<file path="src/rtl/mem_arbiter.sv">
// mem_arbiter: shares one single-ported, word-wide data memory between the
// instruction-fetch port and the load/store port of an RV32I core.
// Round-robin arbitration on a last-grant bit; one access in flight at a time.
// Handles lb/lh/lw/lbu/lhu and sb/sh/sw, including sign and zero extension.
//
// Optional feature macro: MEM_ARB_MISALIGN_EN
//   defined   : misaligned accesses are split into word W then W+1 (ACC1 state)
//   undefined : misaligned accesses complete with ls_err=1 and no memory access
//
// Ports
//   clk, rst                      clock, asynchronous active-high reset
//   if_req/if_addr                fetch request, held until if_ready
//   if_ready/if_rdata             one-cycle completion pulse, instruction word
//   ls_req/ls_we/ls_funct3/
//   ls_addr/ls_wdata              load/store request, held until ls_ready
//   ls_ready/ls_rdata/ls_err      one-cycle completion pulse, extended data, error
//   mem_en/mem_we/mem_addr/
//   mem_wstrb/mem_wdata           registered memory command (word address)
//   mem_rdata                     synchronous read data, valid cycle after mem_en
module mem_arbiter #(
  parameter int ADDR_W = 10
) (
  input  logic              clk,
  input  logic              rst,
  input  logic              if_req,
  input  logic [ADDR_W-1:0] if_addr,
  output logic              if_ready,
  output logic [31:0]       if_rdata,
  input  logic              ls_req,
  input  logic              ls_we,
  input  logic [2:0]        ls_funct3,
  input  logic [ADDR_W-1:0] ls_addr,
  input  logic [31:0]       ls_wdata,
  output logic              ls_ready,
  output logic [31:0]       ls_rdata,
  output logic              ls_err,
  output logic              mem_en,
  output logic              mem_we,
  output logic [ADDR_W-3:0] mem_addr,
  output logic [3:0]        mem_wstrb,
  output logic [31:0]       mem_wdata,
  input  logic [31:0]       mem_rdata
);

  localparam int WA = ADDR_W - 2;
  localparam logic [WA-1:0] WORD_ONE = WA'(1);

  typedef struct packed {
    logic              is_ls;
    logic              we;
    logic [2:0]        funct3;
    logic [ADDR_W-1:0] addr;
    logic [31:0]       wdata;
  } cmd_t;

  typedef enum logic [1:0] {
    IDLE = 2'd0,
    ACC0 = 2'd1,
    RESP = 2'd2
`ifdef MEM_ARB_MISALIGN_EN
    , ACC1 = 2'd3
`endif
  } state_t;

  state_t state;
  logic   last_grant;   // 0 = fetch granted last, 1 = LSU granted last
  cmd_t   cmd_q, cmd_in, cmd_sel;

  // fetch word address only; the low bits are don't-care by contract
  logic unused_ok;
  assign unused_ok = ^if_addr[1:0];

  // ---- arbitration ----
  logic grant_any, grant_ls;
  assign grant_any = if_req | ls_req;
  assign grant_ls  = ls_req & (~if_req | ~last_grant);

  always_comb begin
    cmd_in = '0;
    if (grant_ls) begin
      cmd_in.is_ls  = 1'b1;
      cmd_in.we     = ls_we;
      cmd_in.funct3 = ls_funct3;
      cmd_in.addr   = ls_addr;
      cmd_in.wdata  = ls_wdata;
    end else begin
      // a fetch is just an aligned word load
      cmd_in.funct3 = 3'b010;
      cmd_in.addr   = {if_addr[ADDR_W-1:2], 2'b00};
    end
  end

  // decode the incoming command in IDLE, the captured one afterwards
  assign cmd_sel = (state == IDLE) ? cmd_in : cmd_q;

  // ---- decode ----
  logic [1:0] off;
  logic       legal, misal, split, err;
  assign off = cmd_sel.addr[1:0];

  always_comb begin
    legal = 1'b0;
    if (cmd_sel.we) begin
      legal = (cmd_sel.funct3 == 3'b000) | (cmd_sel.funct3 == 3'b001) |
              (cmd_sel.funct3 == 3'b010);
    end else begin
      case (cmd_sel.funct3)
        3'b000, 3'b001, 3'b010, 3'b100, 3'b101: legal = 1'b1;
        default:                                legal = 1'b0;
      endcase
    end
  end

  assign misal = ((cmd_sel.funct3[1:0] == 2'b01) && (off == 2'b11)) ||
                 ((cmd_sel.funct3[1:0] == 2'b10) && (off != 2'b00));

`ifdef MEM_ARB_MISALIGN_EN
  assign split = legal & misal;
  assign err   = cmd_sel.is_ls & ~legal;
`else
  assign split = 1'b0;
  assign err   = cmd_sel.is_ls & (~legal | misal);
`endif

  // ---- store formatting: 8-lane mask/data, beat 0 low half, beat 1 high ----
  logic [3:0]  base;
  logic [7:0]  mask8;
  logic [63:0] data64;
  logic        hi_beat;
  logic [3:0]  strb_beat;
  logic [31:0] wdata_beat;

  always_comb begin
    case (cmd_sel.funct3[1:0])
      2'b00:   base = 4'b0001;
      2'b01:   base = 4'b0011;
      default: base = 4'b1111;
    endcase
  end

  assign mask8      = cmd_sel.we ? ({4'b0000, base} << off) : 8'h00;
  assign data64     = cmd_sel.we ? ({32'h0, cmd_sel.wdata} << {off, 3'b000}) : 64'h0;
  // the only registered command issued from ACC0 is the second beat
  assign hi_beat    = (state == ACC0);
  assign strb_beat  = hi_beat ? mask8[7:4]    : mask8[3:0];
  assign wdata_beat = hi_beat ? data64[63:32] : data64[31:0];

  // ---- load formatting: byte stream starting at lane off ----
  logic [63:0] stream;
  logic [31:0] ld_word, ld_ext;

`ifdef MEM_ARB_MISALIGN_EN
  logic [31:0] beat0_q;
  assign stream = split ? {mem_rdata, beat0_q} : {32'h0, mem_rdata};
`else
  assign stream = {32'h0, mem_rdata};
`endif

  assign ld_word = 32'(stream >> {cmd_q.addr[1:0], 3'b000});

  always_comb begin
    case (cmd_q.funct3)
      3'b000:  ld_ext = {{24{ld_word[7]}}, ld_word[7:0]};
      3'b001:  ld_ext = {{16{ld_word[15]}}, ld_word[15:0]};
      3'b100:  ld_ext = {24'h0, ld_word[7:0]};
      3'b101:  ld_ext = {16'h0, ld_word[15:0]};
      default: ld_ext = ld_word;
    endcase
  end

  assign ls_rdata = (ls_ready & ~ls_err & ~cmd_q.we) ? ld_ext : 32'h0;
  assign if_rdata = if_ready ? mem_rdata : 32'h0;

  // ---- FSM with registered outputs ----
  always_ff @(posedge clk or posedge rst) begin
    if (rst) begin
      state      <= IDLE;
      last_grant <= 1'b0;
      cmd_q      <= '0;
      if_ready   <= 1'b0;
      ls_ready   <= 1'b0;
      ls_err     <= 1'b0;
      mem_en     <= 1'b0;
      mem_we     <= 1'b0;
      mem_addr   <= '0;
      mem_wstrb  <= 4'h0;
      mem_wdata  <= 32'h0;
`ifdef MEM_ARB_MISALIGN_EN
      beat0_q    <= 32'h0;
`endif
    end else begin
      case (state)
        IDLE: begin
          if (grant_any) begin
            cmd_q      <= cmd_in;
            last_grant <= grant_ls;
            if (err) begin
              // rejected before touching memory
              state    <= RESP;
              ls_ready <= 1'b1;
              ls_err   <= 1'b1;
            end else begin
              state     <= ACC0;
              mem_en    <= 1'b1;
              mem_we    <= cmd_in.we;
              mem_addr  <= cmd_in.addr[ADDR_W-1:2];
              mem_wstrb <= strb_beat;
              mem_wdata <= wdata_beat;
            end
          end
        end
        ACC0: begin
          if (split) begin
`ifdef MEM_ARB_MISALIGN_EN
            state     <= ACC1;
            mem_addr  <= cmd_q.addr[ADDR_W-1:2] + WORD_ONE;  // wraps at top word
            mem_wstrb <= strb_beat;
            mem_wdata <= wdata_beat;
`endif
          end else begin
            state     <= RESP;
            mem_en    <= 1'b0;
            mem_we    <= 1'b0;
            mem_addr  <= '0;
            mem_wstrb <= 4'h0;
            mem_wdata <= 32'h0;
            if (cmd_q.is_ls) ls_ready <= 1'b1;
            else             if_ready <= 1'b1;
          end
        end
`ifdef MEM_ARB_MISALIGN_EN
        ACC1: begin
          beat0_q   <= mem_rdata;
          state     <= RESP;
          mem_en    <= 1'b0;
          mem_we    <= 1'b0;
          mem_addr  <= '0;
          mem_wstrb <= 4'h0;
          mem_wdata <= 32'h0;
          ls_ready  <= 1'b1;
        end
`endif
        RESP: begin
          state    <= IDLE;
          if_ready <= 1'b0;
          ls_ready <= 1'b0;
          ls_err   <= 1'b0;
        end
        default: state <= IDLE;
      endcase
    end
  end

endmodule
</file>
<file path="config.mk">
export PLATFORM = sky130hd
export DESIGN_NAME = mem_arbiter
export DESIGN_NICKNAME = d
export VERILOG_FILES = /design/src/rtl/mem_arbiter.sv
export SDC_FILE = /design/constraint.sdc
export NUM_CORES = 1
export LEC_CHECK = 0
export ABC_AREA = 1
export BUFFER_PORTS_ARGS = -buffer_cell sky130_fd_sc_hd__clkbuf_2
export CAP_MARGIN = 15
export CORE_ASPECT_RATIO = 0.5
export CORE_MARGIN = 2
export CORE_UTILIZATION = 51
export CTS_BUF_LIST = sky130_fd_sc_hd__clkbuf_8 sky130_fd_sc_hd__clkbuf_16
export DETAILED_ROUTE_END_ITERATION = 12
export PLACE_DENSITY = 0.81
export REMOVE_ABC_BUFFERS = 1
export SKIP_LAST_GASP = 1
export SLEW_MARGIN = 20
export SYNTH_ARGS = -nofsm -noshare
export SYNTH_HDL_FRONTEND = slang
export SYNTH_SLANG_ARGS = --single-unit
</file>
<file path="constraint.sdc">
create_clock -name clk -period 4 [get_ports clk]
set_input_delay 0.8 -clock clk [delete_from_list [all_inputs] [get_ports clk]]
set_output_delay 0.8 -clock clk [all_outputs]
set_load 0.005 [all_outputs]
</file>
## Yosys cells after proc, flatten, opt, wreduce, memory -nomap -nowiden

Index checks and enable logic that the tools add are counted.

| cells by class | value |
|---|---|
| $lt $le $gt $ge | 0 |
| reductions and logical operators | 18 |
| bitwise gates (word level) | 14 |
| $mul | 0 |
| div/mod/pow operators | 0 |
| muxes and demuxes | 37 |
| shift operators | 3 |
| $add $sub $neg | 0 |
| eq/ne operators | 17 |

Operators with widths:

| operator | number |
|---|---|
| two-way mux 32 bit | 6 |
| one-hot mux 32 bit (4 select lines) | 1 |
| one-hot mux 32 bit (2 select lines) | 1 |
| two-way mux 47 bit | 1 |
| left shift 32 x 5 -> 32 bit | 1 |
| >> shifter 32 x 5 -> 32 bit | 1 |
| two-way mux 8 bit | 2 |
| one-hot mux 4 bit (2 select lines) | 2 |
| one-hot mux 8 bit (2 select lines) | 1 |
| two-way mux 13 bit | 1 |
| equality test 3 bit, second input constant | 4 |
| two-way mux 4 bit | 3 |
| two-way mux 1 bit | 10 |
| inequality test 2 bit, second input constant | 5 |
| one-hot mux 1 bit (2 select lines) | 4 |
| nonzero test 2 bit | 4 |
| equality test 2 bit, second input constant | 3 |
| equality test 3 x 1 -> 1 bit, second input constant | 2 |
| zero test 3 bit | 2 |
| two-way mux 2 bit | 3 |
| AND reduction 3 bit | 2 |
| NOT 1 bit | 5 |
| OR 1 bit | 5 |
| OR reduction 5 bit | 1 |
| 12 further kinds | 19 |

| storage, ports and cells | value |
|---|---|
| memory bits (read-only) | 0 |
| register bits | 99 |
| output and inout port bits | 113 |
| bits of input ports | 92 |
| word-level logic and storage cells | 104 |
| RAM bits | 0 |
| memories | 0 |
| latch bits | 0 |

## Logic depth before layout (Yosys ltp)

| depth | value |
|---|---|
| word-level depth | 15 |
| mapped depth | 14 |
| mapped depth without buffers | 13 |

## Worst setup path after synthesis

No wires, ideal clock.

| timing | value |
|---|---|
| kind | input -> output |
| start | input port mem_rdata[23] |
| end | output port ls_rdata[21] |
| arrival | 1926 ps |
| buffers on the path | 2 |
| stages on the path | 9 |
| setup slack | 1274 ps |
| data required time | 3200 ps |
| cells stage by stage | inv_1 > o21ai_0 > o21ai_0 > or3_1 > buf_2 > nand3_2 > nand2_4 > buf_6 > nor2_2 |

| between the ends | value |
|---|---|
| word-level cells in the longest chain between the ends | 3 |

Ends and longest elaborated chain:

| item | line | text |
|---|---|---|
| from (decl) | 42 | `input logic [31:0] mem_rdata` |
| >> shifter 32 x 5 -> 32 bit | 159 | `assign ld_word = 32'(stream >> {cmd_q.addr[1:0], 3'b000});` |
| one-hot mux 32 bit (4 select lines) | 162 | `case (cmd_q.funct3)` |
| two-way mux 32 bit | 171 | `assign ls_rdata = (ls_ready & ~ls_err & ~cmd_q.we) ? ld_ext : 32'h0;` |
| to (decl) | 35 | `output logic [31:0] ls_rdata,` |

Every way passes these cells.

## Worst setup path after layout

| timing | value |
|---|---|
| start | register cmd_q[32] (netlist bit) |
| end | output port ls_rdata[18] |

| between the ends | value |
|---|---|
| word-level cells in the longest chain between the ends | 3 |

Ends and longest elaborated chain:

| item | line | text |
|---|---|---|
| from (decl) | 67 | `cmd_t cmd_q, cmd_in, cmd_sel;` |
| from (signal assigned) | 195 | `cmd_q <= cmd_in;` |
| >> shifter 32 x 5 -> 32 bit | 159 |  |
| one-hot mux 32 bit (4 select lines) | 162 |  |
| two-way mux 32 bit | 171 |  |

Every way passes these cells.

==> run metrics <==
status finished, final reports clean; crit-path max FO 27; clock buffer count from CTS 9; Post-synth top flop dfrtp_1; Max Cap Violations 0; Hold-fix buffers, CTS 0; share of flip-flops with an asynchronous set or reset 100%; Critical R2R Capture mem_wdata[2]; die area roughly 12000 um^2; drt drc 0; first-pass GRT wire length 27700 um; Final TNS setup 0 ns; combinational share of power between 50% and 60%; die width 155 um; WHS Path Cells 2; clk root buf clkbuf_16; Hold Startpoint mem_en; pin count of the biggest net entering global routing 56; largest cells by area after synthesis dfrtp_1 (39%), nand2_1 (19%), o21ai_0 (8.0%); H-tree lvl count 3; layout cells sized above 1 27.5%; PortBufs 202; clk_lat worst skew 0.34 ns; cells after synthesis 856; DP Wirelength roughly 12000 um; Ports about 210; routed vias 6242; hold endpoint mem_en; post-route ant nets 0; Peak VDD IR about 0.00036 V; endpoints failing hold 0; Clock Skews 0.00613 ns; #FFs+latches synth 90; reg2reg path depth 9; RSZ-0062 raised after global routing no; min cycle time layout 3.48 ns; Synth area leader dfrtp_1; Post-CTS Setup Bufs 0; most common library cells after synthesis nand2_1 (292), o21ai_0 (93), inv_1 (92); power per standard cell area between 800 and 900 nW/um^2; Post-Syn Area 5820 um^2; CTS tree built; Post-synth EDFFs 0; Clk pwr share 13.3%; top-area cell type share of the netlist area between 30 and 40%; initial DRC count 494; Clock Path Buffers 2; routability cong. just under 0.9; drt first pass iters 5; crit end category output port; Vias/cell 5.34; internal power around 2.9 mW; # setup viols final 0; critical path class reg -> out; gr usage total 28.0%; sequential cell area fraction in the yosys report between 30% and 40%; Initial Utilization 52.7%; max-slew violations 0; core area about 11000 um^2; Critical R2R Launch cmd_q[32]; Hold WC Path Type reg -> reg; crit path DAT 2.68 ns; Avg Inst Size Synth 6.80 um^2; Core Util, Final 63.6%; Distinct cells, synth 34; average routed wire per standard cell ~15 um; number of global-route vias before repair 5773; count leader, synth nand2_1; switching part of the total about half; CTS resizes 0; final net count approximately 1100; P_sw 2.89 mW; fmax 0.287 GHz; total power 5.79 mW; Worst-path clk slew 0.06 ns; Lkg Pwr 4.05 nW; Clock Sinks 90; CP Launch Type flop; yosys warns 0; gr ovfl total 0; initial antenna violation count 0; reg-to-reg setup timing slack 0.95 ns; Slew HR approximately 29%; Reg power frac ~28%; crit share post-route 87.1%; Worst Tran Pin Value about 1.1 ns; Die Y 79.6 um; Antenna diodes 0; area delta synth->final 20.6%; CP required 3.20 ns; Total Routed Length 17200 um; FP Rows 27
==> worst max path at each step <==
stage                  startpoint             to  slack (ns)  depth (start not counted)
finish                  cmd_q[32]   ls_rdata[18]        0.52                          8
floorplan                     rst       cmd_q[0]        0.86                          1
global route            cmd_q[32]   ls_rdata[31]        0.33                          7
global placement    mem_rdata[23]   ls_rdata[17]        0.94                          9
CTS                     cmd_q[32]   ls_rdata[18]        0.55                          8
detailed placement         if_req  mem_wdata[21]        0.90                         12
==> cell type report <==
class	count	area, um^2
Sequential cell	90	2250
Inverter	100	377
Fill cell	1033	4030
Clock buffer	11	253
Clock inverter	2	7.51
Tap cell	145	181
Multi-Input combinational cell	610	2860
Timing Repair Buffer	211	1090
==> through the flow <==
stage	area, um^2	setup slack [ns]	hold slack (ns)	instances
final	7020	0.516	0.473	1169
after global routing	7020	0.333	0.486	1169
after CTS	7020	0.549	0.472	1169
after detailed placement	6760	0.902	0.457	1156
after global placement	6760	0.937	0.458	1156
after floorplan	5490	0.865	0.447	800
==> registers in the layout (all words and copies together) (netlist names) <==
register and flops:
cmd_q 38, mem_wdata 32, mem_addr 8, mem_wstrb 4
state 2, if_ready 1, last_grant 1, ls_err 1
ls_ready 1, mem_en 1, mem_we 1
==> routing by layer <==
layer / share of wire [%] / vias up / wire [um] / global-route usage [%]
met1: 41 / 2876 / 7030 / 34.1
met5: 0 / - / 0 / 0
met3: 8.0 / 33 / 1370 / 5.37
met4: 2.1 / 0 / 364 / 11.1
met2: 49 / 277 / 8430 / 49.6
li1: - / 3056 / - / -
==> power groups by stage <==
stage	logic [mW]	clock network, mW	registers [mW]
2_1_floorplan	2.15	0	1.55
3_3_place_gp	3.29	0	1.59
3_5_place_dp	3.37	0	1.60
4_1_cts	3.39	0.782	1.59
5_1_grt	3.85	0.812	1.64
6_report	3.42	0.770	1.60
==> cell families (layout without fill, tap and decap cells) <==
kind of cell           count (synthesis)  count (layout)  share of synthesized area (%)
AO/OA/AOI/OAI                        154             154                           14.4
buffers and inverters                156             324                           12.2
flip-flops                            90              90                           38.7
AND/OR/NAND/NOR                      456             456                           34.7
==> cell usage in the layout (no fill, tap or decap), drive strengths merged, types with 2 or more instances in the layout <==
cell    count
nand4      15
o21ai     113
a21oi      19
o31ai       2
buf         9
nor3        2
nand3      78
nand2     311
or2        16
nor2       33
clkbuf    213
a31oi       7
dfrtp      90
inv       101
o21a        2
o211ai      9
==> worst max-delay path: stages (launching register included) <==
cell and delay (ns):
dfrtp_1 0.92, nand2_1 0.09, o21ai_0 0.14, o21ai_0 0.14
or3_1 0.47, nand3_2 0.14, nand2_4 0.16, nor2_1 0.15
clkbuf_2 0.13
Power figures use the tool's default switching activity.
